==> src/rtl/hazard_controller.sv <==
// Hazard and sequencing controller for the 5-stage pipeline: forwarding selects,
// load-use stall, branch flush, memory-busy freeze FSM with watchdog, and perf counters.
//
// state    | meaning
// ---------+-------------------------------------------------------------
// ST_RUN   | pipeline flowing; freezes only if a busy input is seen now
// ST_FRZ_I | frozen on instruction-memory busy (also the post-miss settle)
// ST_FRZ_D | frozen on data-memory busy (also the post-miss settle)
module hazard_controller #(
  parameter int REG_ADDR_W   = 5,
  parameter int CNT_WIDTH    = 32,
  parameter int MISS_TIMEOUT = 1024
) (
  input  logic                  i_clk,
  input  logic                  i_arst,
  input  logic [REG_ADDR_W-1:0] i_rs1_addr_dec,
  input  logic [REG_ADDR_W-1:0] i_rs2_addr_dec,
  input  logic [REG_ADDR_W-1:0] i_rs1_addr_exec,
  input  logic [REG_ADDR_W-1:0] i_rs2_addr_exec,
  input  logic [REG_ADDR_W-1:0] i_rd_addr_exec,
  input  logic [REG_ADDR_W-1:0] i_rd_addr_mem,
  input  logic [REG_ADDR_W-1:0] i_rd_addr_wb,
  input  logic                  i_reg_we_mem,
  input  logic                  i_reg_we_wb,
  input  logic                  i_load_instr_exec,
  input  logic                  i_pc_src_exec,
  input  logic                  i_imem_busy,
  input  logic                  i_dmem_busy,
  input  logic                  i_cnt_clear,
  output logic                  o_stall_fetch,
  output logic                  o_stall_dec,
  output logic                  o_flush_dec,
  output logic                  o_flush_exec,
  output logic                  o_freeze,
  output logic [1:0]            o_forward_rs1,
  output logic [1:0]            o_forward_rs2,
  output logic [1:0]            o_state,
  output logic                  o_timeout,
  output logic [CNT_WIDTH-1:0]  o_lu_stall_cnt,
  output logic [CNT_WIDTH-1:0]  o_flush_cnt,
  output logic [CNT_WIDTH-1:0]  o_freeze_cnt
);

  localparam logic [1:0] ST_RUN   = 2'd0;
  localparam logic [1:0] ST_FRZ_I = 2'd1;
  localparam logic [1:0] ST_FRZ_D = 2'd2;

  localparam logic [CNT_WIDTH-1:0] CNT_MAX    = '1;
  localparam logic [CNT_WIDTH-1:0] TIMEOUT    = CNT_WIDTH'(MISS_TIMEOUT);
  localparam logic [CNT_WIDTH-1:0] TIMEOUT_M1 = CNT_WIDTH'(MISS_TIMEOUT - 1);

  logic [1:0]           r_state;
  logic [1:0]           w_state_nxt;
  logic                 w_frz;
  logic                 w_lu;
  logic                 w_flush_dec;
  logic [CNT_WIDTH-1:0] r_frz_run;
  logic                 r_timeout;
  logic [CNT_WIDTH-1:0] r_lu_cnt;
  logic [CNT_WIDTH-1:0] r_flush_cnt;
  logic [CNT_WIDTH-1:0] r_freeze_cnt;

  function automatic logic [1:0] fwd_sel(input logic [REG_ADDR_W-1:0] rs);
    if (i_reg_we_mem && (i_rd_addr_mem != '0) && (i_rd_addr_mem == rs))
      return 2'b10;
    else if (i_reg_we_wb && (i_rd_addr_wb != '0) && (i_rd_addr_wb == rs))
      return 2'b01;
    else
      return 2'b00;
  endfunction

  function automatic logic [CNT_WIDTH-1:0] sat_inc(input logic [CNT_WIDTH-1:0] v);
    return (v == CNT_MAX) ? v : v + 1'b1;
  endfunction

  always_comb begin
    o_forward_rs1 = fwd_sel(i_rs1_addr_exec);
    o_forward_rs2 = fwd_sel(i_rs2_addr_exec);
  end

  assign w_lu = i_load_instr_exec && (i_rd_addr_exec != '0) &&
                ((i_rd_addr_exec == i_rs1_addr_dec) || (i_rd_addr_exec == i_rs2_addr_dec));
  assign w_frz       = (r_state != ST_RUN) || i_imem_busy || i_dmem_busy;
  assign w_flush_dec = !w_frz && i_pc_src_exec;

  // A taken branch drops the load-use stall so the redirect is accepted.
  always_comb begin
    if (i_arst) begin
      o_freeze      = 1'b0;
      o_stall_fetch = 1'b0;
      o_flush_dec   = 1'b1;
      o_flush_exec  = 1'b1;
    end else begin
      o_freeze      = w_frz;
      o_stall_fetch = w_frz || (w_lu && !i_pc_src_exec);
      o_flush_dec   = w_flush_dec;
      o_flush_exec  = !w_frz && (i_pc_src_exec || w_lu);
    end
    o_stall_dec = o_stall_fetch;
  end

  always_comb begin
    w_state_nxt = r_state;
    case (r_state)
      ST_RUN: begin
        if (i_dmem_busy)      w_state_nxt = ST_FRZ_D;
        else if (i_imem_busy) w_state_nxt = ST_FRZ_I;
      end
      ST_FRZ_D: begin
        if (!i_dmem_busy && i_imem_busy)  w_state_nxt = ST_FRZ_I;
        else if (!i_dmem_busy)            w_state_nxt = ST_RUN;
      end
      ST_FRZ_I: begin
        if (i_dmem_busy)       w_state_nxt = ST_FRZ_D;
        else if (!i_imem_busy) w_state_nxt = ST_RUN;
      end
      default: w_state_nxt = ST_RUN;
    endcase
  end

  always_ff @(posedge i_clk) begin
    if (i_arst) r_state <= ST_RUN;
    else        r_state <= w_state_nxt;
  end

  // frz_run saturates at the timeout so it never wraps during a long stall.
  always_ff @(posedge i_clk) begin
    if (i_arst || i_cnt_clear) begin
      r_frz_run <= '0;
      r_timeout <= 1'b0;
    end else begin
      if (!w_frz)                   r_frz_run <= '0;
      else if (r_frz_run != TIMEOUT) r_frz_run <= r_frz_run + 1'b1;
      if (w_frz && (r_frz_run >= TIMEOUT_M1)) r_timeout <= 1'b1;
    end
  end

  always_ff @(posedge i_clk) begin
    if (i_arst || i_cnt_clear) begin
      r_lu_cnt     <= '0;
      r_flush_cnt  <= '0;
      r_freeze_cnt <= '0;
    end else begin
      if (w_lu && !i_pc_src_exec && !w_frz) r_lu_cnt <= sat_inc(r_lu_cnt);
      if (w_flush_dec)                      r_flush_cnt <= sat_inc(r_flush_cnt);
      if (w_frz)                            r_freeze_cnt <= sat_inc(r_freeze_cnt);
    end
  end

  assign o_state        = r_state;
  assign o_timeout      = r_timeout;
  assign o_lu_stall_cnt = r_lu_cnt;
  assign o_flush_cnt    = r_flush_cnt;
  assign o_freeze_cnt   = r_freeze_cnt;

endmodule

==> config.mk <==
export PLATFORM = sky130hd
export DESIGN_NAME = hazard_controller
export DESIGN_NICKNAME = d
export VERILOG_FILES = /design/src/rtl/hazard_controller.sv
export SDC_FILE = /design/constraint.sdc
export NUM_CORES = 1
export LEC_CHECK = 0
export CAP_MARGIN = 25
export CORE_UTILIZATION = 51
export CTS_CLUSTER_SIZE = 16
export DETAILED_ROUTE_END_ITERATION = 12
export MAX_ROUTING_LAYER = met4
export PLACE_DENSITY = 0.81
export SLEW_MARGIN = 20
export SYNTH_ARGS = -nofsm -noshare
export SYNTH_HDL_FRONTEND = slang
export SYNTH_SLANG_ARGS = --single-unit
export TNS_END_PERCENT = 1
==> constraint.sdc <==
create_clock -name i_clk -period 2.7 [get_ports i_clk]
set_input_delay 0.405 -clock i_clk [delete_from_list [all_inputs] [get_ports i_clk]]
set_output_delay 0.405 -clock i_clk [all_outputs]
set_load 0.005 [all_outputs]
# Word-level counts from Yosys, hierarchy flattened
# Index checks and enable logic that the tools add are counted.
# word_totals
register_bits,131
output_inout_bits,108
word_cells,78
# op_classes
addsub,4
magnitude_cmp,1
n_eq_ne,15
mux,15
n_bitwise,4
n_reduce_logical,33
# op_table
op,count
"32-bit by 1-bit adder with 32-bit output, second input constant",4
"32-bit equality test, second input constant",3
"32-bit by 10-bit >= comparator with 1-bit output, second input constant",1
"32-bit by 11-bit != test with 1-bit output, second input constant",1
5-bit equality test,6
2-bit two-way mux,8
5-bit nonzero test,3
1-bit logical AND,14
"3-bit != test, second input constant",3
1-bit logical OR,6
1-bit two-way mux,6
2-bit case mux with 3 select lines,1
2-bit AND reduction,3
1-bit inverter,4
1-bit logical NOT,3
3-bit AND reduction,1
"2-bit by 1-bit equality test with 1-bit output, second input constant",1
"2-bit equality test, second input constant",1
2-bit logical NOT,1
2-bit nonzero test,1
2-bit OR reduction,1

# Logic depth before layout (Yosys ltp)
# logic_depth
depth_word,6
depth_mapped,8
ltp_nobuf,7

# Worst setup path after synthesis
# No wires, ideal clock.
# synth_timing
path_type,input-to-reg
from,in i_imem_busy
to,"reg r_lu_cnt[13], in the netlist o_lu_stall_cnt[13]"
arrival_time_ps,2313
required_time_ps,2630
path_slack_ps,317
stages,7
cell_sequence,or4_4 buf_6 nor3_2 or3b_4 buf_6 or4_1 a21oi_1
# synth_via
elab_chain_cells,5
# synth_lines
item,line,source
start: declaration,27,"input logic i_imem_busy,"
1-bit logical OR (2 in a row),83,assign w_frz = (r_state != ST_RUN) || i_imem_busy || i_dmem_busy;
1-bit logical NOT,144,if (w_lu && !i_pc_src_exec && !w_frz) r_lu_cnt <= sat_inc(r_lu_cnt);
1-bit logical AND,144,
2-bit AND reduction (no source line),--,
end signal: assignment,144,
end: declaration,59,logic [CNT_WIDTH-1:0] r_lu_cnt;
# No other way between the ends.
# A chain may end at the register's enable or synchronous reset.

# Worst setup path in the final report
# layout_timing
from,in i_rd_addr_exec[1]
to,out o_stall_dec
# layout_via
elab_chain_cells,6
# layout_lines
item,line,source
start: declaration,20,"input logic [REG_ADDR_W-1:0] i_rd_addr_exec,"
5-bit equality test / 5-bit nonzero test (equally long branches),"82, 81",
1-bit logical OR / 1-bit logical AND (equally long branches),"82, 81",
1-bit logical AND (*),81,assign w_lu = i_load_instr_exec && (i_rd_addr_exec != '0) &&
1-bit logical AND (*),95,o_stall_fetch = w_frz || (w_lu && !i_pc_src_exec);
1-bit logical OR (*),95,
1-bit two-way mux (*),88,if (i_arst) begin
end: declaration,31,"output logic o_stall_dec,"
# Every way passes the cells marked *; elsewhere a longest branch is shown, timed or not.

==> results_dict.tcl <==
set metrics [dict create \
    final_common_cell "clkdlybuf4s50_1" \
    antenna_cells 0 \
    outcome "finished, final reports clean" \
    antenna_found_initial 0 \
    hpwlAfterDp_um 12500 \
    p_seq_share_pct 44.1 \
    worstHoldStart "o_flush_cnt[1]" \
    yosys_warnings 0 \
    drt-total-wl_um 17400 \
    die_h_um 116 \
    skew_ns 0.00952 \
    setup_ws_ns 0.0163 \
    drt-wirelength-per-cell_um 14.9 \
    ys_seq_elements 131 \
    drt_drc_violations_left 0 \
    ioPinCount 152 \
    setup-tns-final_ns 0 \
    critical_path_class "in -> out" \
    reg2reg_depth 6 \
    grt_pass1_vias 5899 \
    p_int_mw 3.47 \
    grt_pass1_wl_um 28400 \
    routed_via_density 5.61 \
    cts.sinks 131 \
    hold_path_depth 2 \
    setup_viol 0 \
    crit_fanout 3 \
    r2r_start "o_state[0]" \
    power_frac_comb_pct 5.9 \
    core-area_um2 12700 \
    ys_types 57 \
    drtPass1Iterations 5 \
    worstSetupEndpointType "primary output" \
    cp-start-kind "input port" \
    dr_total_vias 6546 \
    synth_seq_area_share_pct 39.6 \
    layout_common_cells "clkdlybuf4s50_1, dfxtp_1, nor2_1" \
    drtIter0Drc 458 \
    worst_pin_slew_ns 0.846 \
    fin_nets 1031 \
    r2r-end "o_lu_stall_cnt[8]" \
    num_rows 41 \
    p_per_area_nw_per_um2 480 \
    fmax_ghz 0.373 \
    p_leak_nw 3.06 \
    globalplace.congestion 0.934 \
    cts.path.max_buffers 2 \
    synth_top_cell_by_area "dfxtp_1" \
    cts_tree "yes" \
    dieArea_um2 13500 \
    finalCritPeriodShare_pct 99.4 \
    synth_nets 841 \
    cts_setup_buffers 0 \
    grt_overflow 0 \
    vdd_ir_drop_max_mv 0.386 \
    worstPathRequired_ns 2.30 \
    start_util_pct 52.3 \
    post-place-ws_ns -0.247 \
    p_switching_mw 0.949 \
    hold_path.class "reg -> reg" \
    r2r_slack_ns 0.29 \
    synth_edf_count 0 \
    grt_usage_pct 27.4 \
    postRouteAntennaNets 0 \
    cts.htree.levels 4 \
    io_buffers 151 \
    clk_pin_slew_ns 0.06 \
    worstSkewPairLatency_ns 0.41 \
    drive_gt1_share_pct 9.15 \
    cts-root-buf "clkbuf_16" \
    yosysTopAreaCellShare_pct 39.6 \
    slew_violations 0 \
    synth.top_cells.by_area "dfxtp_1, xor2_1, nor2_1" \
    cts_buffers 17 \
    cap_violations 0 \
    areaGrowthSynthToFinish_pct 38.8 \
    rsz0062_at_grt "yes" \
    syn_inst 792 \
    switching_share_pct 21.5 \
    netlist_area_um2 6630 \
    crit_arrival_ns 2.28 \
    hold_viol 0 \
    postCtsHoldBufs 0 \
    postSynth.asyncResetShare_pct 0 \
    slew_headroom_pct 43.1 \
    ys.flop_type "dfxtp_1" \
    power_frac_clock_pct 50.1 \
    synth.avg_cell_area_um2 8.37 \
    grt_max_degree 35 \
    finalCriticalPeriod_ns 2.68 \
    holdPathEnd "o_flush_cnt[1]" \
    die_w_um 116 \
]
Yosys cell counts (2+ instances only):
cell type / number
a21oi_1: 45
a31o_2: 4
a31oi_1: 2
and2_1: 6
and3_1: 23
and4_1: 18
buf_1: 3
buf_6: 2
clkbuf_1: 13
dfxtp_1: 131
ha_1: 5
inv_1: 13
mux2i_1: 4
nand2_1: 57
nand2b_1: 3
nand3_1: 40
nand4_1: 42
nor2_1: 106
nor3_1: 20
nor3b_1: 2
nor4_1: 21
nor4b_1: 2
o211ai_1: 2
o21ai_0: 29
o311ai_0: 2
o31ai_1: 11
o41ai_1: 2
or3_1: 33
or4_1: 17
xnor2_1: 42
xor2_1: 66
flip-flops by register name, summed over array words and instances (netlist names):
signal / flops
o_state: 2
r_frz_run: 32
o_lu_stall_cnt: 32
o_flush_cnt: 32
o_freeze_cnt: 32
o_timeout: 1
how the worst max path moves through the flow:
stage	slack (ns)	depth (start not counted)	end	startpoint
2_1_floorplan	0.32	7	o_lu_stall_cnt[13]	i_imem_busy
3_3_place_gp	-0.22	6	o_forward_rs2[0]	i_rd_addr_mem[1]
3_5_place_dp	-0.25	6	o_forward_rs1[0]	i_rd_addr_mem[1]
4_1_cts	-0.07	8	o_stall_dec	i_rd_addr_exec[2]
5_1_grt	-0.06	9	o_stall_dec	i_rd_addr_exec[1]
6_report	0.02	7	o_stall_dec	i_rd_addr_exec[1]
critical path, stage by stage:
cell	delay (ns)
clkdlybuf4s50_1	0.46
or4_4	0.55
o21ai_2	0.18
nor2_2	0.08
nor2_2	0.10
nor2_2	0.05
clkdlybuf4s50_1	0.44
final cells by class:
class / instances / area (µm²)
tap: 172 / 215
timing repair buffer: 191 / 1840
clock inverter: 7 / 72.6
fill: 1011 / 3470
inverter: 13 / 48.8
sequential: 131 / 2620
multi-input combinational: 628 / 3900
clock buffer: 25 / 505
metal layers:
layer,part of all wire [%],routed length [µm],global-route usage (%)
met5,0,0,-
met3,6.6,1140,7.95
met4,1.4,246,8.03
met2,47,8200,43.3
met1,45,7770,33.7
through the flow:
stage / power, mW / instance area [µm²] / hold WS (ns) / utilization [%] / cells
floorplan: 2.08 / 6630 / 0.453 / - / 792
global placement: 2.23 / 8590 / 0.471 / 67.8 / 1135
detailed placement: 2.24 / 8590 / 0.482 / 67.8 / 1135
CTS: 4.44 / 9170 / 0.493 / 72.3 / 1167
global route: 4.57 / 9200 / 0.525 / 72.6 / 1167
finish: 4.41 / 9200 / 0.496 / 72.6 / 1167
repair_timing:
action,4_1_cts,5_1_grt
pin swaps,0,3
setup endpoints to repair,5,6
gates resized for setup,4,10
cell families (layout without fill, tap and decap cells):
kind of cell	Yosys count	after routing	share of synthesized area, %
mux	4	4	0.604
flops	131	131	39.6
compound gates	105	105	9.27
buf+inv	33	236	2.17
fa+ha+maj	5	5	0.944
xor+xnor	108	108	14.3
simple gates	406	406	33.2
power by group through the flow:
stage	Clock (mW)	Combinational (mW)	Sequential [mW]
3_5_place_dp	0	0.252	1.99
3_3_place_gp	0	0.248	1.99
5_1_grt	2.34	0.278	1.94
2_1_floorplan	0	0.0984	1.99
6_report	2.21	0.258	1.94
4_1_cts	2.24	0.254	1.94
(Power assumes the default switching activity.)
